**src/rtl/combo_lock_ctrl_if.sv**
```systemverilog
// Digit-entry strobes from the key logic and status outputs toward the HEX decoder.
interface combo_lock_ctrl_if;
    logic       digit_valid;
    logic [3:0] digit;
    logic       clear;
    logic       prog_req;
    logic       open;
    logic       closed;
    logic       error;
    logic       locked;
    logic       prog_mode;
    logic [2:0] idx;
    logic [1:0] fail_cnt;

    modport master (
        output digit_valid, digit, clear, prog_req,
        input  open, closed, error, locked, prog_mode, idx, fail_cnt
    );

    modport slave (
        input  digit_valid, digit, clear, prog_req,
        output open, closed, error, locked, prog_mode, idx, fail_cnt
    );
endinterface

```
**src/rtl/combo_lock_ctrl.sv**
```systemverilog
// Six-digit combination lock sequencer: attempt checking, fail counting,
// timed lockout and re-programming of the code while open.
module combo_lock_ctrl #(
    parameter int                  NDIG           = 6,
    parameter logic [4*NDIG-1:0]   DEFAULT_CODE   = 24'h344189,
    parameter int                  MAX_FAIL       = 3,
    parameter int                  LOCKOUT_CYCLES = 16
) (
    input logic              clk,
    input logic              reset,
    combo_lock_ctrl_if.slave lockIf
);

    typedef enum logic [2:0] {
        S_ENTRY,
        S_OPEN,
        S_CLOSED,
        S_ERROR,
        S_LOCKOUT,
        S_PROG,
        S_ABORT
    } state_t;

    localparam logic [2:0] LAST_IDX  = 3'(NDIG - 1);
    localparam logic [1:0] FAIL_LIM  = 2'(MAX_FAIL);
    localparam logic [7:0] LOCK_LOAD = 8'(LOCKOUT_CYCLES);

    state_t             state_q, state_d;
    logic [4*NDIG-1:0]  code_q, code_d;
    logic [4*NDIG-1:0]  shadow_q, shadow_d;
    logic [4*NDIG-1:0]  shadowNext;
    logic [2:0]         idx_q, idx_d;
    logic               mismatch_q, mismatch_d;
    logic               mismatchNew;
    logic [1:0]         failCnt_q, failCnt_d;
    logic [1:0]         failInc;
    logic [7:0]         lockCnt_q, lockCnt_d;
    logic [3:0]         expDigit;
    logic               digitBad;
    logic               open_q, closed_q, error_q, locked_q, progMode_q;

    // Nibble of the stored code at the current position, and the shadow
    // register with the incoming digit written at that position.
    always_comb begin
        expDigit   = '0;
        shadowNext = shadow_q;
        for (int i = 0; i < NDIG; i++) begin
            if (idx_q == 3'(i)) begin
                expDigit = code_q[4*(NDIG-1-i) +: 4];
                shadowNext[4*(NDIG-1-i) +: 4] = lockIf.digit;
            end
        end
    end

    assign digitBad    = (lockIf.digit > 4'd9);
    assign mismatchNew = mismatch_q | (lockIf.digit != expDigit);
    assign failInc     = failCnt_q + 2'd1;

    always_comb begin
        state_d    = state_q;
        code_d     = code_q;
        shadow_d   = shadow_q;
        idx_d      = idx_q;
        mismatch_d = mismatch_q;
        failCnt_d  = failCnt_q;
        lockCnt_d  = lockCnt_q;

        unique case (state_q)
            S_ENTRY: begin
                if (lockIf.clear) begin
                    idx_d      = '0;
                    mismatch_d = 1'b0;
                end else if (lockIf.digit_valid) begin
                    // The lockout counter is preloaded on any failure; it only
                    // matters if the failure pushes the count to the limit.
                    if (digitBad) begin
                        idx_d      = '0;
                        mismatch_d = 1'b0;
                        failCnt_d  = failInc;
                        lockCnt_d  = LOCK_LOAD;
                        state_d    = (failInc == FAIL_LIM) ? S_LOCKOUT : S_ERROR;
                    end else if (idx_q >= LAST_IDX) begin
                        idx_d      = '0;
                        mismatch_d = 1'b0;
                        if (!mismatchNew) begin
                            failCnt_d = '0;
                            state_d   = S_OPEN;
                        end else begin
                            failCnt_d = failInc;
                            lockCnt_d = LOCK_LOAD;
                            state_d   = (failInc == FAIL_LIM) ? S_LOCKOUT : S_CLOSED;
                        end
                    end else begin
                        idx_d      = idx_q + 3'd1;
                        mismatch_d = mismatchNew;
                    end
                end
            end

            S_OPEN: begin
                if (lockIf.clear) begin
                    state_d    = S_ENTRY;
                    idx_d      = '0;
                    mismatch_d = 1'b0;
                end else if (lockIf.prog_req) begin
                    state_d = S_PROG;
                    idx_d   = '0;
                end
            end

            S_CLOSED, S_ERROR: begin
                if (lockIf.clear) begin
                    state_d    = S_ENTRY;
                    idx_d      = '0;
                    mismatch_d = 1'b0;
                end
            end

            S_LOCKOUT: begin
                lockCnt_d = lockCnt_q - 8'd1;
                if (lockCnt_q <= 8'd1) begin
                    state_d   = S_ENTRY;
                    failCnt_d = '0;
                end
            end

            S_PROG: begin
                if (lockIf.clear) begin
                    state_d    = S_ENTRY;
                    idx_d      = '0;
                    mismatch_d = 1'b0;
                end else if (lockIf.digit_valid) begin
                    if (digitBad) begin
                        state_d = S_ABORT;
                        idx_d   = '0;
                    end else if (idx_q >= LAST_IDX) begin
                        code_d  = shadowNext;
                        state_d = S_OPEN;
                        idx_d   = '0;
                    end else begin
                        shadow_d = shadowNext;
                        idx_d    = idx_q + 3'd1;
                    end
                end
            end

            // One-cycle error pulse after an aborted programming pass.
            S_ABORT: begin
                state_d = S_OPEN;
                idx_d   = '0;
            end

            default: begin
                state_d = S_ENTRY;
                idx_d   = '0;
            end
        endcase
    end

    always_ff @(posedge clk) begin
        if (reset) begin
            state_q    <= S_ENTRY;
            code_q     <= DEFAULT_CODE;
            shadow_q   <= '0;
            idx_q      <= '0;
            mismatch_q <= 1'b0;
            failCnt_q  <= '0;
            lockCnt_q  <= '0;
            open_q     <= 1'b0;
            closed_q   <= 1'b0;
            error_q    <= 1'b0;
            locked_q   <= 1'b0;
            progMode_q <= 1'b0;
        end else begin
            state_q    <= state_d;
            code_q     <= code_d;
            shadow_q   <= shadow_d;
            idx_q      <= idx_d;
            mismatch_q <= mismatch_d;
            failCnt_q  <= failCnt_d;
            lockCnt_q  <= lockCnt_d;
            open_q     <= (state_d == S_OPEN);
            closed_q   <= (state_d == S_CLOSED);
            error_q    <= (state_d == S_ERROR) || (state_d == S_ABORT);
            locked_q   <= (state_d == S_LOCKOUT);
            progMode_q <= (state_d == S_PROG);
        end
    end

    assign lockIf.open      = open_q;
    assign lockIf.closed    = closed_q;
    assign lockIf.error     = error_q;
    assign lockIf.locked    = locked_q;
    assign lockIf.prog_mode = progMode_q;
    assign lockIf.idx       = idx_q;
    assign lockIf.fail_cnt  = failCnt_q;

endmodule

```
**src/flat_wrapper.sv**
```systemverilog
// flat-port wrapper written by rule: the top's interface ports become plain ports
module combo_lock_ctrl_flat 
#(
    parameter int                  NDIG           = 6,
    parameter logic [4*NDIG-1:0]   DEFAULT_CODE   = 24'h344189,
    parameter int                  MAX_FAIL       = 3,
    parameter int                  LOCKOUT_CYCLES = 16
)
  (clk, reset, lockIf_digit_valid, lockIf_digit, lockIf_clear, lockIf_prog_req, lockIf_open, lockIf_closed, lockIf_error, lockIf_locked, lockIf_prog_mode, lockIf_idx, lockIf_fail_cnt);
  combo_lock_ctrl_if lockIf_i ();
  input logic clk;
  input logic reset;
  input wire logic [$bits(lockIf_i.digit_valid)-1:0] lockIf_digit_valid;
  input wire logic [$bits(lockIf_i.digit)-1:0] lockIf_digit;
  input wire logic [$bits(lockIf_i.clear)-1:0] lockIf_clear;
  input wire logic [$bits(lockIf_i.prog_req)-1:0] lockIf_prog_req;
  output wire logic [$bits(lockIf_i.open)-1:0] lockIf_open;
  output wire logic [$bits(lockIf_i.closed)-1:0] lockIf_closed;
  output wire logic [$bits(lockIf_i.error)-1:0] lockIf_error;
  output wire logic [$bits(lockIf_i.locked)-1:0] lockIf_locked;
  output wire logic [$bits(lockIf_i.prog_mode)-1:0] lockIf_prog_mode;
  output wire logic [$bits(lockIf_i.idx)-1:0] lockIf_idx;
  output wire logic [$bits(lockIf_i.fail_cnt)-1:0] lockIf_fail_cnt;
  assign lockIf_i.digit_valid = lockIf_digit_valid;
  assign lockIf_i.digit = lockIf_digit;
  assign lockIf_i.clear = lockIf_clear;
  assign lockIf_i.prog_req = lockIf_prog_req;
  assign lockIf_open = lockIf_i.open;
  assign lockIf_closed = lockIf_i.closed;
  assign lockIf_error = lockIf_i.error;
  assign lockIf_locked = lockIf_i.locked;
  assign lockIf_prog_mode = lockIf_i.prog_mode;
  assign lockIf_idx = lockIf_i.idx;
  assign lockIf_fail_cnt = lockIf_i.fail_cnt;
  combo_lock_ctrl #(.NDIG(NDIG), .DEFAULT_CODE(DEFAULT_CODE), .MAX_FAIL(MAX_FAIL), .LOCKOUT_CYCLES(LOCKOUT_CYCLES)) u_core (.clk(clk), .reset(reset), .lockIf(lockIf_i));
endmodule
```
**config.mk**
```make
export PLATFORM = sky130hd
export DESIGN_NAME = combo_lock_ctrl_flat
export DESIGN_NICKNAME = d
export VERILOG_FILES = /design/src/rtl/combo_lock_ctrl_if.sv /design/src/rtl/combo_lock_ctrl.sv /design/src/flat_wrapper.sv
export SDC_FILE = /design/constraint.sdc
export NUM_CORES = 1
export LEC_CHECK = 0
export BUFFER_PORTS_ARGS = -buffer_cell sky130_fd_sc_hd__clkbuf_2
export CORE_MARGIN = 2
export CORE_UTILIZATION = 45
export DETAILED_ROUTE_END_ITERATION = 12
export PLACE_DENSITY = 0.74
export SYNTH_ARGS = -nofsm -noshare
export SYNTH_HDL_FRONTEND = slang
export SYNTH_SLANG_ARGS = --single-unit
```
**constraint.sdc**
```tcl
create_clock -name clk -period 3.1 [get_ports clk]
set_clock_uncertainty 0.1 [all_clocks]
set_input_delay 0.155 -clock clk [delete_from_list [all_inputs] [get_ports clk]]
set_output_delay 0.155 -clock clk [all_outputs]
set_load 0.03 [all_outputs]
```
---- Word level (Yosys, flattened, before mapping) ----
Index checks and enable logic that the tools add are counted.
operators by class
  eq/ne operators ......................... 29
  multipliers ............................. 0
  order comparisons ....................... 3
  bitwise logic cells ..................... 5
  add/subtract/negate cells ............... 3
  reductions and logical operators ........ 14
  muxes and demuxes ....................... 55
  shift operators ......................... 0
  div/mod/pow operators ................... 0
operator list
  operator                                                                count
  3-bit 2-to-1 mux                                                        22
  4-bit 2-to-1 mux                                                        12
  8-bit 2-to-1 mux                                                        5
  3-bit == test (second input constant)                                   8
  5-bit AND reduction                                                     4
  3-bit by 2-bit == test with 1-bit output (second input constant)        6
  3-bit one-hot mux with 6 select lines                                   1
  8-bit one-hot mux with 2 select lines                                   1
  2-bit 2-to-1 mux                                                        6
  3-bit one-hot mux with 4 select lines                                   1
  3-bit by 1-bit == test with 1-bit output (second input constant)        3
  3-bit by 1-bit != test with 1-bit output (second input constant)        3
  8-bit by 1-bit <= comparator with 1-bit output (second input constant)  1
  8-bit by 1-bit subtractor with 8-bit output (second input constant)     1
  3-bit logical NOT                                                       2
  2-bit != test (second input constant)                                   3
  3-bit != test (second input constant)                                   2
  1-bit 2-to-1 mux                                                        5
  4-bit greater-than comparator (second input constant)                   1
  2-bit by 1-bit != test with 1-bit output (second input constant)        2
  4-bit != test                                                           1
  1-bit NOT                                                               4
  2-bit one-hot mux with 2 select lines                                   1
  4-bit AND reduction                                                     1
  11 further kinds                                                        13
storage, ports and cells
  output and inout port bits .............. 10
  memories ................................ 0
  input port bits ......................... 9
  memory bits (writable) .................. 0
  latch bits .............................. 0
  flip-flop bits (word level) ............. 70
  bits in read-only memories .............. 0
  logic and storage cells ................. 121

---- Depth between registers and ports, before layout ----
  depth in word-level cells ............... 17
  depth in mapped cells ................... 12
  depth with buffers taken out ............ 10

---- Worst setup path before layout ----
Ideal clock, no wire load.
  path type ............................... register to register
  from .................................... register u_core.idx_q[2] (netlist: u_core.lockIf.idx[2])
  to ...................................... register u_core.error_q (netlist: u_core.lockIf.error)
  period minus slack after synthesis ...... 3.453 ns
  stages on the path, launching flop included .. 11
  data arrival time ....................... 3.237 ns
  setup slack ............................. -0.353 ns
  required time ........................... 2.885 ns
  path buffers ............................ 1
  cells stage by stage .................... dfxtp_1 -> clkbuf_1 -> clkinv_1 -> ha_1 -> and3_1 -> or4_1 -> a221oi_2 -> nand3_2 -> a221o_1 -> xor2_1 -> and3_1
on the way
  cells in the longest elaborated chain, start to end .. 17
  elaborated cells on any way between the ends .. 28
ends and longest elaborated chain
  what                                                                       RTL line                text
  start, declared                                                            combo_lock_ctrl.sv:32   logic [2:0] idx_q, idx_d;
  start signal, assigned                                                     combo_lock_ctrl.sv:178  idx_q <= idx_d;
  3-bit logical NOT                                                          combo_lock_ctrl.sv:48   if (idx_q == 3'(i)) begin
  4-bit 2-to-1 mux (6 in series)                                             combo_lock_ctrl.sv:48
  4-bit != test                                                              combo_lock_ctrl.sv:56   assign mismatchNew = mismatch_q | (lockIf.digit != expDigit);
  1-bit bitwise OR                                                           combo_lock_ctrl.sv:56
  3-bit 2-to-1 mux                                                           combo_lock_ctrl.sv:85   if (!mismatchNew) begin
  3-bit 2-to-1 mux                                                           combo_lock_ctrl.sv:82   end else if (idx_q >= LAST_IDX) begin
  3-bit 2-to-1 mux                                                           combo_lock_ctrl.sv:76   if (digitBad) begin
  3-bit 2-to-1 mux                                                           combo_lock_ctrl.sv:73   end else if (lockIf.digit_valid) begin
  3-bit 2-to-1 mux                                                           combo_lock_ctrl.sv:70   if (lockIf.clear) begin
  3-bit one-hot mux with 6 select lines *                                    combo_lock_ctrl.sv:68   unique case (state_q)
  3-bit by 2-bit == test with 1-bit output or 3-bit == test (tied branches)  combo_lock_ctrl.sv:184  error_q <= (state_d == S_ERROR) || (state_d == S_ABORT);
  1-bit logical OR *                                                         combo_lock_ctrl.sv:184
  end signal, assigned                                                       combo_lock_ctrl.sv:184
  end, declared                                                              combo_lock_ctrl.sv:40   logic open_q, closed_q, error_q, locked_q, progMode_q;
Every way passes the cells marked *; elsewhere a longest branch is shown, timed or not.
A chain may end at the register's enable or synchronous reset.

---- Worst setup path after layout ----
  from .................................... register u_core.idx_q[0] (netlist: u_core.lockIf.idx[0])
  to ...................................... register u_core.error_q (netlist: u_core.lockIf.error)
The elaborated chain is that of the path after synthesis.

==> results_tabular.tex <==
\begin{tabular}{lr}
\hline
Metric & Value \\
\hline
\multicolumn{2}{l}{\textbf{Final layout}} \\
\quad Final net count & 451 \\
\quad Fillcell total & 664 \\
\quad Antenna cell count & 0 \\
\quad End-of-flow core utilization & 54.9\% \\
\quad Synth-to-Final Area Change & 16.5\% \\
\quad Share of layout cells above drive strength 1 & between 10\% and 20\% \\
\multicolumn{2}{l}{\textbf{Yosys}} \\
\quad Number of library cell types mapped by synthesis & 49 \\
\quad Number of synthesized register bits & 70 \\
\quad Ys Warns & 0 \\
\quad Ranking of synthesized cells by area & sky130\_fd\_sc\_hd\_\_dfxtp\_1, sky130\_fd\_sc\_hd\_\_mux2i\_1, sky130\_fd\_sc\_hd\_\_nor2\_1 \\
\quad Ranking of synthesized cells by instance count & sky130\_fd\_sc\_hd\_\_dfxtp\_1, sky130\_fd\_sc\_hd\_\_nor2\_1, sky130\_fd\_sc\_hd\_\_mux2i\_1, sky130\_fd\_sc\_hd\_\_nand2\_1, sky130\_fd\_sc\_hd\_\_clkbuf\_1 \\
\quad Number of flops mapped to enable cells by yosys & 0 \\
\quad Mean Syn Cell Area & 8.36 sq um \\
\quad Ys async rst share & 0\% \\
\quad Yosys top cell area share & between 40\% and 50\% \\
\quad Synthesized cell area & approximately 0.0035 sq mm \\
\quad Leading area contributor after synthesis & sky130\_fd\_sc\_hd\_\_dfxtp\_1 \\
\quad Most used DFF post-synth & sky130\_fd\_sc\_hd\_\_dfxtp\_1 \\
\quad Post-Syn Nets & 430 \\
\quad Sequential element share of the synthesized area & between 40\% and 50\% \\
\quad Most common cell in the netlist & sky130\_fd\_sc\_hd\_\_dfxtp\_1 \\
\quad Synthesized instance count & 413 \\
\multicolumn{2}{l}{\textbf{Placed design}} \\
\quad Post-DP HPWL & 5410 um \\
\quad Count of buffers inserted at the top-level ports & 18 \\
\quad Minimum setup slack after placement & -22.7 ps \\
\quad Final weighted congestion in routability-driven placement & 0.904 \\
\multicolumn{2}{l}{\textbf{Die}} \\
\quad Number of placement rows & 31 \\
\quad Die area & 0.00839 sq mm \\
\quad Top-level port count & 19 \\
\quad Core box area & 0.00733 sq mm \\
\quad Chip Height & 91.6 um \\
\quad Initial core utilization & 47.1\% \\
\quad Die width & 91.6 um \\
\multicolumn{2}{l}{\textbf{Timing}} \\
\quad Pin slew with the least headroom to its limit & 1180 ps \\
\quad Post-layout worst setup margin & 61.5 ps \\
\quad \# setup viols final & 0 \\
\quad Final hold violation count & 0 \\
\quad Post-route fraction of the period consumed by the critical path & between 90\% and 100\% \\
\quad Worst hold slack & between 150 and 200 ps \\
\quad Post-Route Setup TNS & 0 ps \\
\quad Highest attainable clock frequency & 0.329 GHz \\
\quad Worst relative slew slack & 21.2\% \\
\quad Final Max Slew Viols & 0 \\
\quad Clock period minus final worst setup slack & 3040 ps \\
\multicolumn{2}{l}{\textbf{Critical path}} \\
\quad Critical path required time & 3250 ps \\
\quad R2R depth & 11 \\
\quad Critical path endpoint category & flop \\
\quad CP max FO & 13 \\
\quad Critical path type & flop to flop \\
\quad Arrival @ worst endpoint & 3190 ps \\
\quad Kind of launch point of the worst setup path & flop \\
\multicolumn{2}{l}{\textbf{Global routing}} \\
\quad Number of antenna violations at the first check in global routing & 0 \\
\quad Aggregate global routing overflow & 0 \\
\quad Global-route total usage across every layer & approximately a fifth \\
\quad First-pass GRT wire length & around 13,000 um \\
\quad Vias in the first global route & 2,809 \\
\quad Pin count of the biggest net entering global routing & 54 \\
\multicolumn{2}{l}{\textbf{Route}} \\
\quad ANT nets after route & 0 \\
\quad DR WL/cell & roughly 15 um \\
\quad DRC violation count after routing & 0 \\
\quad Initial DRC Count & 211 \\
\quad Router iterations before antenna repair & 5 \\
\quad Routed vias/inst & 5.64 \\
\quad Total number of vias & 3,037 \\
\quad Total wirelength of the detailed-routed design & 8140 um \\
\multicolumn{2}{l}{\textbf{Worst hold path}} \\
\quad Number of cells on the worst hold path & 3 \\
\quad Hold Path Class & input pin to flop \\
\multicolumn{2}{l}{\textbf{CTS}} \\
\quad Total number of H-tree levels & 3 \\
\quad Clock tree from TritonCTS & yes \\
\quad Clk sinks & 70 \\
\quad Clock buffer count from CTS & 9 \\
\quad Clk Latency, worst-skew pair & 350 ps \\
\quad Reg clk slew, reported paths & 80 ps \\
\quad Number of buffers on the longest clock path & 2 \\
\quad Root buffer cell & sky130\_fd\_sc\_hd\_\_clkbuf\_8 \\
\multicolumn{2}{l}{\textbf{Pwr}} \\
\quad Max VDD drop & 0.214 mV \\
\quad Leakage power summed over all cells & between 1 and 1.5 nW \\
\quad Power density over the cells & roughly 460 mW/mm\^{}2 \\
\multicolumn{2}{l}{\textbf{Run}} \\
\quad Number of max-cap violations & 0 \\
\multicolumn{2}{l}{\textbf{Status}} \\
\quad Status & complete, no violations \\
\hline
\end{tabular}
critical path, cell delays in order (launching register included):
cell and delay [ps]:
sky130_fd_sc_hd__dfxtp_4 410, sky130_fd_sc_hd__inv_4 60, sky130_fd_sc_hd__ha_4 170, sky130_fd_sc_hd__buf_4 180, sky130_fd_sc_hd__nand2b_1 130, sky130_fd_sc_hd__o21ai_0 140, sky130_fd_sc_hd__or4_1 470, sky130_fd_sc_hd__a221oi_4 360
sky130_fd_sc_hd__nand3_4 160, sky130_fd_sc_hd__a221o_1 400, sky130_fd_sc_hd__xor2_1 170, sky130_fd_sc_hd__and3_1 190
path summary, 6_finish.rpt:
kind	start	to	slack [ps]
max	u_core.lockIf.idx[0]	u_core.lockIf.error	60
min	lockIf_digit[0]	u_core.shadow_q[8]	190
max reg2reg	u_core.lockIf.idx[0]	u_core.lockIf.error	60
min reg2reg	u_core.shadow_q[8]	u_core.shadow_q[8]	360
cell families (layout without fill, tap and decap cells):
group / after synthesis / count (layout) / synth area share (%)
simple gates: 159 / 159 / 22.6
compound gates: 89 / 89 / 18.1
flops: 70 / 70 / 40.6
buf+inv: 51 / 77 / 5.58
mux: 29 / 29 / 8.41
fa+ha+maj: 8 / 8 / 2.90
xor+xnor: 7 / 7 / 1.78
state kept, by name (all words and copies together), names as in the netlist:
signal,cells
u_core.lockIf.prog_mode,1
u_core.lockIf.idx,3
u_core.lockIf.locked,1
u_core.lockCnt_q,8
u_core.lockIf.fail_cnt,2
u_core.state_q,3
u_core.lockIf.closed,1
u_core.lockIf.error,1
u_core.code_q,24
u_core.lockIf.open,1
u_core.shadow_q,24
u_core.mismatch_q,1
stage by stage:
stage	instance area (sq um)	instances	total power, mW
final	4020	538	1.84
after floorplan	3460	413	1.08
after global placement	3690	518	1.12
after detailed placement	3690	518	1.13
after CTS	3910	536	1.84
after global routing	4020	538	1.91
cell usage in the layout, fill, tap and decap left out, types with 3 or more instances in the layout:
cell type,n
sky130_fd_sc_hd__dfxtp_1,67
sky130_fd_sc_hd__nor2_1,52
sky130_fd_sc_hd__mux2i_1,29
sky130_fd_sc_hd__nand2_1,29
sky130_fd_sc_hd__a21oi_1,24
sky130_fd_sc_hd__inv_1,19
sky130_fd_sc_hd__nand3_1,19
sky130_fd_sc_hd__buf_4,19
sky130_fd_sc_hd__clkbuf_2,18
sky130_fd_sc_hd__nor2b_1,16
sky130_fd_sc_hd__a211oi_1,12
sky130_fd_sc_hd__clkbuf_8,10
sky130_fd_sc_hd__o21ai_0,8
sky130_fd_sc_hd__a211o_1,8
sky130_fd_sc_hd__nor3_1,6
sky130_fd_sc_hd__xor2_1,6
sky130_fd_sc_hd__o31ai_1,5
sky130_fd_sc_hd__nor4_1,5
sky130_fd_sc_hd__a311oi_1,5
sky130_fd_sc_hd__nand2b_1,4
sky130_fd_sc_hd__nand3b_1,4
sky130_fd_sc_hd__and3_1,4
sky130_fd_sc_hd__or3_1,4
sky130_fd_sc_hd__ha_1,4
sky130_fd_sc_hd__o21ai_1,3
sky130_fd_sc_hd__nor3b_1,3
sky130_fd_sc_hd__or4_1,3
sky130_fd_sc_hd__dfxtp_4,3
cell type report:
type,instances,area [sq um],area share [%]
Clock inverter,3,25.0,0.622
Timing Repair Buffer,39,254,6.31
Multi-Input combinational cell,292,1950,48.4
Inverter,22,88.8,2.21
Tap cell,99,124,3.08
Sequential cell,70,1410,35.1
Clock buffer,13,170,4.23
metal layers:
layer,up-vias,GRT usage [%],wire (um)
met1,1434,26.0,3880
met3,11,4.23,351
met5,-,0,0
met4,0,4.17,74
met2,85,30.8,3840
li1,1507,-,-
where the power goes:
part / switching, mW / internal, mW
clock: 0.347 / 0.366
combinational: 0.130 / 0.0792
sequential: 0.0127 / 0.909
repair_timing:
item	CTS	global route
hold buffers	1	0
buffers inserted	1	2
endpoints found under the setup margin	1	16
gates resized for setup	0	23
pin swaps	2	4
hold endpoints to repair	4	0
No activity file was read; power rests on OpenSTA's default activity.
